[src/rtl/i2s_rx_param.sv]
// I2S / left-justified slave receiver: oversamples bck/lrck/data_in on mck and emits aligned stereo pairs.
// Latency: data_rdy SYNC_STAGES+2 mck after the right-LSB bck edge; no backpressure, each pair is a 1-mck pulse.
module i2s_rx_param #(
    parameter int DATA_W      = 24,
    parameter int SLOT_W      = 32,
    parameter int FMT         = 0,
    parameter int SYNC_STAGES = 2
) (
    input  logic              mck,
    input  logic              rst_n,
    input  logic              bck,
    input  logic              lrck,
    input  logic              data_in,
    output logic [DATA_W-1:0] left_out,
    output logic [DATA_W-1:0] right_out,
    output logic              data_rdy,
    output logic [6:0]        count,
    output logic              frame_err
);

    typedef enum logic [1:0] {WAIT_SYNC, SHIFT, PAD} state_t;

    localparam logic [6:0] SLOT_C = 7'(SLOT_W);
    // Count value at which the last data bit has been shifted in.
    localparam logic [6:0] DONE_C = 7'(DATA_W - FMT);

    logic [SYNC_STAGES-1:0] bck_sync, lrck_sync, data_sync;
    logic                   bck_s, lrck_s, data_s;
    logic                   bck_d, lrck_q, bck_rise, lr_edge;

    state_t            state, state_n;
    logic [6:0]        count_n, count_inc;
    logic [DATA_W-1:0] sreg, sreg_n, left_hold, left_hold_n, shifted;
    logic              chan, chan_n;
    logic              left_vld, left_vld_n;
    logic              commit, commit_n;
    logic              err_n;

    always_ff @(posedge mck) begin
        if (!rst_n) begin
            bck_sync  <= '0;
            lrck_sync <= '0;
            data_sync <= '0;
        end else begin
            bck_sync  <= {bck_sync[SYNC_STAGES-2:0], bck};
            lrck_sync <= {lrck_sync[SYNC_STAGES-2:0], lrck};
            data_sync <= {data_sync[SYNC_STAGES-2:0], data_in};
        end
    end

    assign bck_s    = bck_sync[SYNC_STAGES-1];
    assign lrck_s   = lrck_sync[SYNC_STAGES-1];
    assign data_s   = data_sync[SYNC_STAGES-1];
    assign bck_rise = bck_s & ~bck_d;
    assign lr_edge  = lrck_s != lrck_q;

    assign count_inc = (count < SLOT_C) ? count + 7'd1 : count;
    assign shifted   = {sreg[DATA_W-2:0], data_s};

    always_comb begin
        state_n     = state;
        count_n     = count;
        sreg_n      = sreg;
        chan_n      = chan;
        left_hold_n = left_hold;
        left_vld_n  = left_vld;
        commit_n    = 1'b0;
        err_n       = 1'b0;
        if (bck_rise) begin
            if (lr_edge) begin
                // A slot boundary always wins, even when count has just reached SLOT_W.
                if (state == SHIFT) begin
                    err_n = 1'b1;
                end
                state_n = SHIFT;
                count_n = '0;
                chan_n  = lrck_s;
                if (!lrck_s) begin
                    left_vld_n = 1'b0;
                end
                if (FMT == 1) begin
                    sreg_n = shifted;
                end
            end else begin
                case (state)
                    WAIT_SYNC: count_n = '0;
                    SHIFT: begin
                        count_n = count_inc;
                        sreg_n  = shifted;
                        if (count_inc == DONE_C) begin
                            state_n = PAD;
                            if (!chan) begin
                                left_hold_n = shifted;
                                left_vld_n  = 1'b1;
                            end else begin
                                commit_n   = left_vld;
                                left_vld_n = 1'b0;
                            end
                        end
                    end
                    PAD: begin
                        if (count_inc == SLOT_C) begin
                            err_n   = 1'b1;
                            state_n = WAIT_SYNC;
                            count_n = '0;
                        end else begin
                            count_n = count_inc;
                        end
                    end
                    default: state_n = WAIT_SYNC;
                endcase
            end
        end
    end

    always_ff @(posedge mck) begin
        if (!rst_n) begin
            state     <= WAIT_SYNC;
            count     <= '0;
            sreg      <= '0;
            chan      <= 1'b0;
            left_hold <= '0;
            left_vld  <= 1'b0;
            commit    <= 1'b0;
            bck_d     <= 1'b0;
            lrck_q    <= 1'b0;
            left_out  <= '0;
            right_out <= '0;
            data_rdy  <= 1'b0;
            frame_err <= 1'b0;
        end else begin
            state     <= state_n;
            count     <= count_n;
            sreg      <= sreg_n;
            chan      <= chan_n;
            left_hold <= left_hold_n;
            left_vld  <= left_vld_n;
            commit    <= commit_n;
            bck_d     <= bck_s;
            if (bck_rise) begin
                lrck_q <= lrck_s;
            end
            frame_err <= err_n;
            data_rdy  <= commit;
            // sreg is stable here: mck runs at least 4x bck, so no rise follows the completing one.
            if (commit) begin
                left_out  <= left_hold;
                right_out <= sreg;
            end
        end
    end

endmodule

[config.mk]
export PLATFORM = sky130hd
export DESIGN_NAME = i2s_rx_param
export DESIGN_NICKNAME = d
export VERILOG_FILES = /design/src/rtl/i2s_rx_param.sv
export SDC_FILE = /design/constraint.sdc
export NUM_CORES = 1
export LEC_CHECK = 0
export ABC_AREA = 1
export BUFFER_PORTS_ARGS = -buffer_cell sky130_fd_sc_hd__buf_2
export CORE_MARGIN = 1.5
export CORE_UTILIZATION = 35
export DETAILED_ROUTE_END_ITERATION = 8
export HOLD_SLACK_MARGIN = 0.02
export PLACE_DENSITY_LB_ADDON = 0.3
export SKIP_CTS_REPAIR_TIMING = 1
export SYNTH_ARGS = -nofsm -noshare
export SYNTH_HDL_FRONTEND = slang
export SYNTH_SLANG_ARGS = --single-unit
[constraint.sdc]
create_clock -name mck -period 2.25 [get_ports mck]
set_input_delay 0.675 -clock mck [delete_from_list [all_inputs] [get_ports mck]]
set_output_delay 0.675 -clock mck [all_outputs]
set_load 0.05 [all_outputs]
==> results of run 1 <==
[flip-flops by register name, indices dropped and copies added, names as in the netlist, 2 cells and up]
signal / count
lrck_sync: 2
bck_sync: 2
state: 2
left_hold: 24
data_sync: 2
sreg: 24
right_out: 24
left_out: 24
count: 7
[routing by layer]
layer  global-route usage  vias up  wire length [µm]
met5                    0        -                 0
met4               0.0512        0               110
met3               0.0554       11               483
met2                0.249       77              4260
met1                0.202     1690              4920
li1                     -     1949                 -
[cell type report]
class                      count  area (µm²)
fill                        1299        7020
clock inverter                 4        95.1
sequential                   118        2360
multi-input combinational    394        1810
inverter                      33         126
tap                          172         215
clock buffer                  23         498
timing repair buffer          72         388
[how the worst max path moves through the flow]
stage                     startpoint             to  slack [ns]  cells past startpoint
after floorplan             count[0]  left_hold[10]        0.11                     12
after global placement      count[0]  left_hold[23]        0.41                     11
after detailed placement    count[0]   left_hold[1]        0.36                     11
after CTS                   count[0]   left_hold[1]        0.34                     11
after global routing        count[0]   left_hold[2]        0.11                     10
final                       count[0]   left_hold[1]        0.36                     11
[cell usage in the layout, fill, tap and decap left out, drive strengths merged]
cell | Yosys | final
nor3 | 1 | 1
nand3 | 13 | 13
a21oi | 13 | 13
nand2 | 43 | 43
clkbuf | 27 | 23
nand4 | 4 | 4
a31oi | 1 | 1
bufinv | 0 | 3
o21bai | 1 | 1
inv | 33 | 33
nand3b | 1 | 1
clkinv | 0 | 1
dfxtp | 118 | 118
nor2 | 210 | 210
or2 | 1 | 1
buf | 4 | 72
ha | 5 | 5
o21ai | 101 | 101
[worst min-delay path, stage by stage (launching register included)]
cell,delay [ns]
sky130_fd_sc_hd__dfxtp_1,0.30
sky130_fd_sc_hd__nand2_1,0.04
sky130_fd_sc_hd__inv_1,0.04
[cell families after synthesis]
logic type	after synthesis
simple gates	273
compound gates	116
flops	118
buf+inv	64
fa+ha+maj	5
[power by group through the flow]
| stage | clock network (mW) | registers, mW | logic [mW] |
|---|---|---|---|
| after floorplan | 0 | 2.15 | 0.0603 |
| after global placement | 0 | 2.15 | 0.0876 |
| after detailed placement | 0 | 2.15 | 0.0883 |
| after CTS | 2.77 | 2.11 | 0.0886 |
| after global routing | 2.87 | 2.11 | 0.101 |
| final | 2.71 | 2.11 | 0.0885 |
==> flow_metrics.tcl, run 1 <==
set metrics [dict create \
    slew_headroom 0.637 \
    cp_slowest_stage_delay_ns 0.40 \
    drt_first_pass_iters 5 \
    clock_power_share 0.552 \
    intPower_mw 3.98 \
    adder_and_majority_cell_fraction_of_the_synthesized_area 0.0141 \
    cp_top_family "simple AND/OR/NAND/NOR gates" \
    synth_top_cells_by_area "sky130_fd_sc_hd__dfxtp_1 53%, sky130_fd_sc_hd__nor2_1 16%, sky130_fd_sc_hd__o21ai_0 9.1%" \
    synth.cells.most_frequent "186 x sky130_fd_sc_hd__nor2_1, 118 x sky130_fd_sc_hd__dfxtp_1, 81 x sky130_fd_sc_hd__o21ai_0" \
    static-leakage-power_nw 2.82 \
    post_synth_instance_area_um2 4450 \
    end_of_the_worst_register_to_register_path "left_hold[1]" \
    timing.final.crit_period_ns 1.89 \
    design.die.area_um2 13400 \
    max-cap-violations 0 \
    timing.reg2reg.worst_path_depth 11 \
    antenna_left 0 \
    detailedRoute.firstIterationViolations 160 \
    worst_path_maximum_fanout 24 \
    tightest_hold_check_type "flop to flop" \
    cell_with_the_largest_stage_delay_on_the_worst_path "sky130_fd_sc_hd__dfxtp_1" \
    grt_pass1_vias 3591 \
    worstSkewPairLatency_ns 0.41 \
    wire_per_inst_um 12.0 \
    post-route-drc-count 0 \
    detailedPlacementHpwl_um 6280 \
    report.final.slew_viol_count 0 \
    netlist_instances 576 \
    grt_overflow 0 \
    power.sequential.fraction 0.430 \
    timing.critical_path.mode_cell "sky130_fd_sc_hd__nand2_2" \
    timing_worst_setup_path_type "flop to flop" \
    timing.final.ws_setup_ns 0.358 \
    routabilityCongestion 0.827 \
    die_w_um 116 \
    holdPathStages 2 \
    seq_area_frac_synth 0.531 \
    die_height_um 116 \
    required_time_reported_for_the_critical_path_endpoint_ns 2.59 \
    drt_wl_total_um 9770 \
    antenna_found_initial 0 \
    finalNonFillerCells 816 \
    num_antenna_cells 0 \
    most_common_cell_in_the_synthesized_netlist "sky130_fd_sc_hd__nor2_1" \
    netSwitchingFraction 0.189 \
    track_usage 0.157 \
    synth_nets 586 \
    grt_max_degree 50 \
    fraction_of_final_layout_cells_with_drive_strength_greater_than_1 0.210 \
    start_util 0.355 \
    design.portCount 62 \
    timing_worst_slew_pin_value_ns 0.545 \
    ctsLongestPathBuffers 2 \
    yosys_warnings 0 \
    cts-htree-levels 4 \
    grt_pass1_wl_um 16500 \
    grt_setup_unrepaired "false" \
    synth.ff_latch_count 118 \
    cts_tree "built" \
    stdcell_area_um2 5500 \
    ys_async_sr_fraction 0 \
    total_power_mw 4.91 \
    crit_buf_inv 2 \
    skew_ns 0.0114 \
    run_status "finished, final reports clean" \
    post_synth_and_or_nand_nor_area_fraction 0.262 \
    hold_path_startpoint "lrck_sync[0]" \
    max-vdd-ir-drop_mv 0.533 \
    synthDistinctLibCells 24 \
    synthXorXnorAreaFrac 0 \
    dp.cells 789 \
    combPwrFrac 0.018 \
    worst_setup_path_end_kind "flop" \
    finalHoldViolCount 0 \
    crit-reg2reg-launch "count[0]" \
    cp_cell_sequence "ha_1 -> inv_1 -> nand2_1 -> nand2_2 -> nand3_2 -> nor2_2 -> nand2_2 -> nor3_4 -> buf_4 -> o21ai_0 -> nor2_1" \
    yosys-mux-area-fraction 0 \
    setup.worst_path.start_class "flop" \
    setup_tns_ns 0 \
    cp_data_arrival_time_ns 2.24 \
    placementRows 41 \
    clock-root-buffer "sky130_fd_sc_hd__clkbuf_16" \
    p_sw_mw 0.930 \
    number_of_buffers_created_by_cts 17 \
    finalSetupViolCount 0 \
    port_buffers 61 \
    detailroute.via_count 3727 \
    hold_end "lrck_sync[1]" \
    clkSinkCount 118 \
    cellPowerDensity_nw_per_um2 893 \
    dpl_worst_slack_ns 0.362 \
    placedInstanceArea_um2 4910 \
    core-area_um2 12500 \
    fin_nets 646 \
    post-synth-top-area-fraction 0.531 \
    largest_family_of_logic_cells_by_synthesized_area "simple AND/OR/NAND/NOR gates" \
    reg2reg_setup_slack_ns 0.36 \
    final.period_utilization 0.841 \
    fin_hold_ws_ns 0.406 \
    max_clock_freq_mhz 529 \
    clk_pin_slew_worst_paths_ns 0.05 \
    area_growth_synth_to_finish_pct 23.6 \
    post_drt_via_cell_ratio 4.57 \
    synth_compound_area_frac 0.131 \
    syn-mean-instance-area_um2 7.72 \
    postSynth.topFlopCell "sky130_fd_sc_hd__dfxtp_1" \
    utilization_after_layout 0.439 \
    synth_edf_count 0 \
    yosys.area.top_type "sky130_fd_sc_hd__dfxtp_1" \
]
(Power assumes the default switching activity.)
==> run 2, diff against run 1 <==
==> constraint.sdc (replaced) <==
create_clock -name mck -period 1.8 [get_ports mck]
set_input_delay 0.54 -clock mck [delete_from_list [all_inputs] [get_ports mck]]
set_output_delay 0.54 -clock mck [all_outputs]
set_load 0.05 [all_outputs]
==> flow_metrics.tcl, run 2 (synthesis results as in run 1) <==
set metrics [dict create \
    core-area_um2 12500 \
    die_height_um 116 \
    layout_commonest_cell "sky130_fd_sc_hd__nor2_1" \
    grt_setup_unrepaired "true" \
    report.final.slew_viol_count 0 \
    setup_tns_ns -0.394 \
    fraction_of_final_layout_cells_with_drive_strength_greater_than_1 0.261 \
    design.portCount 62 \
    die_w_um 116 \
    run_status "finished, violations left" \
    worstSetupStartpoint "count[0]" \
    routabilityCongestion 0.799 \
    finalSetupViolCount 23 \
    total_power_mw 6.21 \
    fin_hold_ws_ns 0.306 \
    max_clock_freq_mhz 545 \
    cellPowerDensity_nw_per_um2 1080 \
    worst_path_maximum_fanout 12 \
    clk_pin_slew_worst_paths_ns 0.06 \
    final.period_utilization 1.02 \
    detailroute.via_count 3914 \
    clkSinkCount 118 \
    ctsLongestPathBuffers 2 \
    start_util 0.355 \
    timing.final.crit_period_ns 1.83 \
    timing_worst_slew_pin_value_ns 0.471 \
    worst_setup_path_end_kind "flop" \
    track_usage 0.160 \
    fin_nets 659 \
    timing.final.ws_setup_ns -0.0332 \
    design.die.area_um2 13400 \
    tightest_hold_check_type "input port to flop" \
    grt_max_degree 50 \
    clock-root-buffer "sky130_fd_sc_hd__clkbuf_16" \
    detailedPlacementHpwl_um 6470 \
    antenna_found_initial 0 \
    detailedRoute.firstIterationViolations 206 \
    dpl_worst_slack_ns 0.0642 \
    placementRows 41 \
    area_growth_synth_to_finish_pct 29.4 \
    most-common-layout-cells "182 x sky130_fd_sc_hd__nor2_1, 111 x sky130_fd_sc_hd__dfxtp_1, 81 x sky130_fd_sc_hd__o21ai_0" \
    max-cap-violations 0 \
    critical_path.endpoint "left_hold[11]" \
    worstSkewPairLatency_ns 0.42 \
    finalNonFillerCells 834 \
    crit-reg2reg-launch "count[0]" \
    drt_first_pass_iters 4 \
    wire_per_inst_um 12.5 \
    max-vdd-ir-drop_mv 0.605 \
    cp_data_arrival_time_ns 2.14 \
    required_time_reported_for_the_critical_path_endpoint_ns 2.11 \
    post-route-drc-count 0 \
    end_of_the_worst_register_to_register_path "left_hold[11]" \
    setup.worst_path.start_class "flop" \
    violations_in_the_final_reports "negative setup slack" \
    dp.cells 792 \
    antenna_left 0 \
    cts-htree-levels 4 \
    static-leakage-power_nw 2.89 \
    num_antenna_cells 0 \
    cts_tree "built" \
    timing_worst_setup_path_type "flop to flop" \
    grt_overflow 0 \
    skew_ns 0.0123 \
    grt_pass1_wl_um 16900 \
    grt_pass1_vias 3513 \
    post_drt_via_cell_ratio 4.69 \
    reg2reg_setup_slack_ns -0.03 \
    number_of_buffers_created_by_cts 17 \
    drt_wl_total_um 10400 \
    slew_headroom 0.686 \
    timing.reg2reg.worst_path_depth 13 \
    finalHoldViolCount 0 \
    port_buffers 61 \
]
run 2: cell count changes in the layout (fill, tap and decap cells not counted), moves of 3 or more:
cell and delta:
sky130_fd_sc_hd__buf_4 +6, sky130_fd_sc_hd__buf_6 +4, sky130_fd_sc_hd__clkinvlp_4 +4, sky130_fd_sc_hd__dfxtp_1 -7, sky130_fd_sc_hd__dfxtp_4 +5, sky130_fd_sc_hd__nand2_1 -4
sky130_fd_sc_hd__nand2_2 +4, sky130_fd_sc_hd__nand3_1 -3, sky130_fd_sc_hd__nand3_2 +3, sky130_fd_sc_hd__nor2_1 -4, sky130_fd_sc_hd__nor2_4 +5
run 2: metal layers:
layer  share of wire  vias up  global-route usage
li1                -     1990                   -
met1            0.50     1838               0.208
met2            0.45       76               0.247
met3           0.039       10              0.0549
met4           0.012        0              0.0593
met5               0        -                   0
run 2: report_power, final:
| part | total (mW) | internal, mW | switching (mW) |
|---|---|---|---|
| Clock | 3.47 | 2.29 | 1.18 |
| Sequential | 2.63 | 2.62 | 0.00935 |
| Combinational | 0.118 | 0.0366 | 0.0812 |
| Total | 6.21 | 4.94 | 1.27 |
run 2: worst max-delay path, cell delays in order (launching register included):
cell and delay, ns:
sky130_fd_sc_hd__dfxtp_4 0.37, sky130_fd_sc_hd__ha_4 0.23, sky130_fd_sc_hd__inv_2 0.05, sky130_fd_sc_hd__nand2_2 0.06, sky130_fd_sc_hd__nand2_2 0.07, sky130_fd_sc_hd__nand3_2 0.07, sky130_fd_sc_hd__nor2_2 0.12, sky130_fd_sc_hd__nand2_2 0.08
sky130_fd_sc_hd__nor3_4 0.20, sky130_fd_sc_hd__buf_4 0.16, sky130_fd_sc_hd__buf_6 0.11, sky130_fd_sc_hd__inv_6 0.08, sky130_fd_sc_hd__nor2_2 0.11, sky130_fd_sc_hd__nor2_1 0.04
run 2: layout make-up:
class / instances / area, µm²
clock inverter: 11 / 149
inverter: 33 / 150
multi-input combinational: 394 / 1890
tap: 172 / 215
sequential: 118 / 2380
fill: 1256 / 6760
timing repair inverter: 2 / 17.5
timing repair buffer: 83 / 483
clock buffer: 21 / 470
run 2: how the worst min path moves through the flow:
stage                      from          end  slack [ns]  cells past startpoint
floorplan           bck_sync[0]  bck_sync[1]        0.39                      2
global placement    bck_sync[0]  bck_sync[1]        0.40                      2
detailed placement  bck_sync[0]  bck_sync[1]        0.40                      2
CTS                         bck  bck_sync[0]        0.30                      3
global route                bck  bck_sync[0]        0.30                      3
finish                      bck  bck_sync[0]        0.31                      3
run 2: through the flow:
stage	util	instance area [µm²]
finish	0.460	5760
global route	0.460	5760
CTS	0.446	5590
detailed placement	0.397	4970
global placement	0.397	4970
floorplan	-	4490
==> run 3, diff against run 2 <==
--- a/config.mk
+++ b/config.mk
@@ -6,12 +6,11 @@
 export NUM_CORES = 1
 export LEC_CHECK = 0
 export ABC_AREA = 1
-export BUFFER_PORTS_ARGS = -buffer_cell sky130_fd_sc_hd__buf_2
 export CORE_MARGIN = 1.5
 export CORE_UTILIZATION = 35
 export DETAILED_ROUTE_END_ITERATION = 8
+export DONT_BUFFER_PORTS = 1
 export HOLD_SLACK_MARGIN = 0.02
-export PLACE_DENSITY_LB_ADDON = 0.3
 export SKIP_CTS_REPAIR_TIMING = 1
 export SYNTH_ARGS = -nofsm -noshare
 export SYNTH_HDL_FRONTEND = slang
==> flow_metrics.tcl, run 3 (synthesis results as in run 1) <==
set metrics [dict create \
    run_status "finished, violations left" \
    violations_in_the_final_reports "negative setup slack" \
    tightest_hold_check_type "input port to flop" \
    max-cap-violations 0 \
    clkSinkCount 118 \
    die_height_um 116 \
    cts_tree "built" \
    routabilityCongestion 0.808 \
    wire_per_inst_um 13.1 \
    design.portCount 62 \
    clock-root-buffer "sky130_fd_sc_hd__clkbuf_16" \
    finalSetupViolCount 21 \
    utilization_after_layout 0.440 \
    skew_ns 0.00894 \
    most-common-layout-cells "183 x sky130_fd_sc_hd__nor2_1, 111 x sky130_fd_sc_hd__dfxtp_1, 81 x sky130_fd_sc_hd__o21ai_0" \
    worst_setup_path_end_kind "flop" \
    drt_first_pass_iters 4 \
    grt_max_degree 110 \
    cp_top_family "simple AND/OR/NAND/NOR gates" \
    setup.worst_path.start_class "flop" \
    dpl_worst_slack_ns 0.0525 \
    timing.final.crit_period_ns 1.83 \
    fin_hold_ws_ns 0.232 \
    grt.busiest_layer "met2" \
    filler_cell_count 1271 \
    timing_worst_slew_pin_value_ns 0.546 \
    die_w_um 116 \
    final.period_utilization 1.02 \
    cell_with_the_largest_stage_delay_on_the_worst_path "sky130_fd_sc_hd__dfxtp_4" \
    timing.final.ws_setup_ns -0.0346 \
    cellPowerDensity_nw_per_um2 1160 \
    crit_buf_inv 4 \
    cp_slowest_stage_delay_ns 0.36 \
    worst_path_maximum_fanout 6 \
    setup_tns_ns -0.314 \
    cp_data_arrival_time_ns 2.14 \
    num_antenna_cells 0 \
    core-area_um2 12500 \
    track_usage 0.157 \
    port_buffers 0 \
    detailroute.via_count 3589 \
    timing.critical_path.mode_cell "sky130_fd_sc_hd__nand2_2" \
    detailedRoute.firstIterationViolations 221 \
    grt_setup_unrepaired "true" \
    design.die.area_um2 13400 \
    antenna_left 0 \
    grtUsageMet1 0.199 \
    worstSkewPairLatency_ns 0.41 \
    placementRows 41 \
    required_time_reported_for_the_critical_path_endpoint_ns 2.10 \
    grt_util_met3 0.0575 \
    cp_cell_sequence "ha_4 -> inv_2 -> nand2_2 -> nand2_2 -> nand3_4 -> nor2_4 -> nand2_4 -> nor3_4 -> buf_12 -> buf_4 -> inv_6 -> nor2_2 -> nor2_1" \
    start_util 0.355 \
    max-vdd-ir-drop_mv 0.642 \
    detailedPlacementHpwl_um 6200 \
    antenna_found_initial 0 \
    max_clock_freq_mhz 545 \
    report.final.slew_viol_count 0 \
    fraction_of_final_layout_cells_with_drive_strength_greater_than_1 0.182 \
    ctsLongestPathBuffers 2 \
    drt_wl_total_um 10100 \
    clk_pin_slew_worst_paths_ns 0.05 \
    grt_pass1_wl_um 16300 \
    slew_headroom 0.636 \
    area_growth_synth_to_finish_pct 23.8 \
    static-leakage-power_nw 2.62 \
    cts-htree-levels 4 \
    number_of_buffers_created_by_cts 17 \
    fin_nets 600 \
    post-route-drc-count 0 \
    finalHoldViolCount 0 \
    post_drt_via_cell_ratio 4.63 \
    timing_worst_setup_path_type "flop to flop" \
    layout_commonest_cell "sky130_fd_sc_hd__nor2_1" \
    global_route.usage.met2 0.241 \
    grt_overflow 0 \
    grt_pass1_vias 3406 \
]
[run 3: path summary, 6_finish.rpt]
kind | start | endpoint | slack (ns) | depth (start not counted)
max | count[0] | left_hold[11] | -0.03 | 13
min | bck | bck_sync[0] | 0.23 | 2
max reg2reg | count[0] | left_hold[11] | -0.03 | 13
min reg2reg | lrck_sync[0] | lrck_sync[1] | 0.41 | 2
[run 3: cell type report]
class,count,area (µm²),share of cell area
sequential,118,2380,0.432
multi-input combinational,394,1880,0.341
timing repair inverter,2,20.0,0.00363
tap,172,215,0.0391
inverter,33,150,0.0273
timing repair buffer,24,204,0.0370
clock inverter,11,168,0.0304
clock buffer,21,492,0.0893
[run 3: routing by layer]
metal,share of wire,vias up
met5,0,-
met4,0.014,0
met3,0.070,11
met2,0.46,69
met1,0.45,1640
li1,-,1869
[run 3: metrics by stage]
| stage | instance area, µm² | instances | total power [mW] |
|---|---|---|---|
| 4_1_cts | 5350 | 767 | 6.44 |
| 2_1_floorplan | 4490 | 576 | 2.76 |
| 5_1_grt | 5510 | 775 | 6.58 |
| 3_3_place_gp | 4690 | 735 | 2.76 |
| 3_5_place_dp | 4690 | 735 | 2.76 |
| 6_report | 5510 | 775 | 6.37 |
[run 3: power breakdown]
group	total, mW	leakage (nW)	switching (mW)	internal (mW)
Sequential	2.63	0.956	0.00965	2.62
Clock	3.67	0.317	1.16	2.51
Combinational	0.0763	1.34	0.0473	0.0290
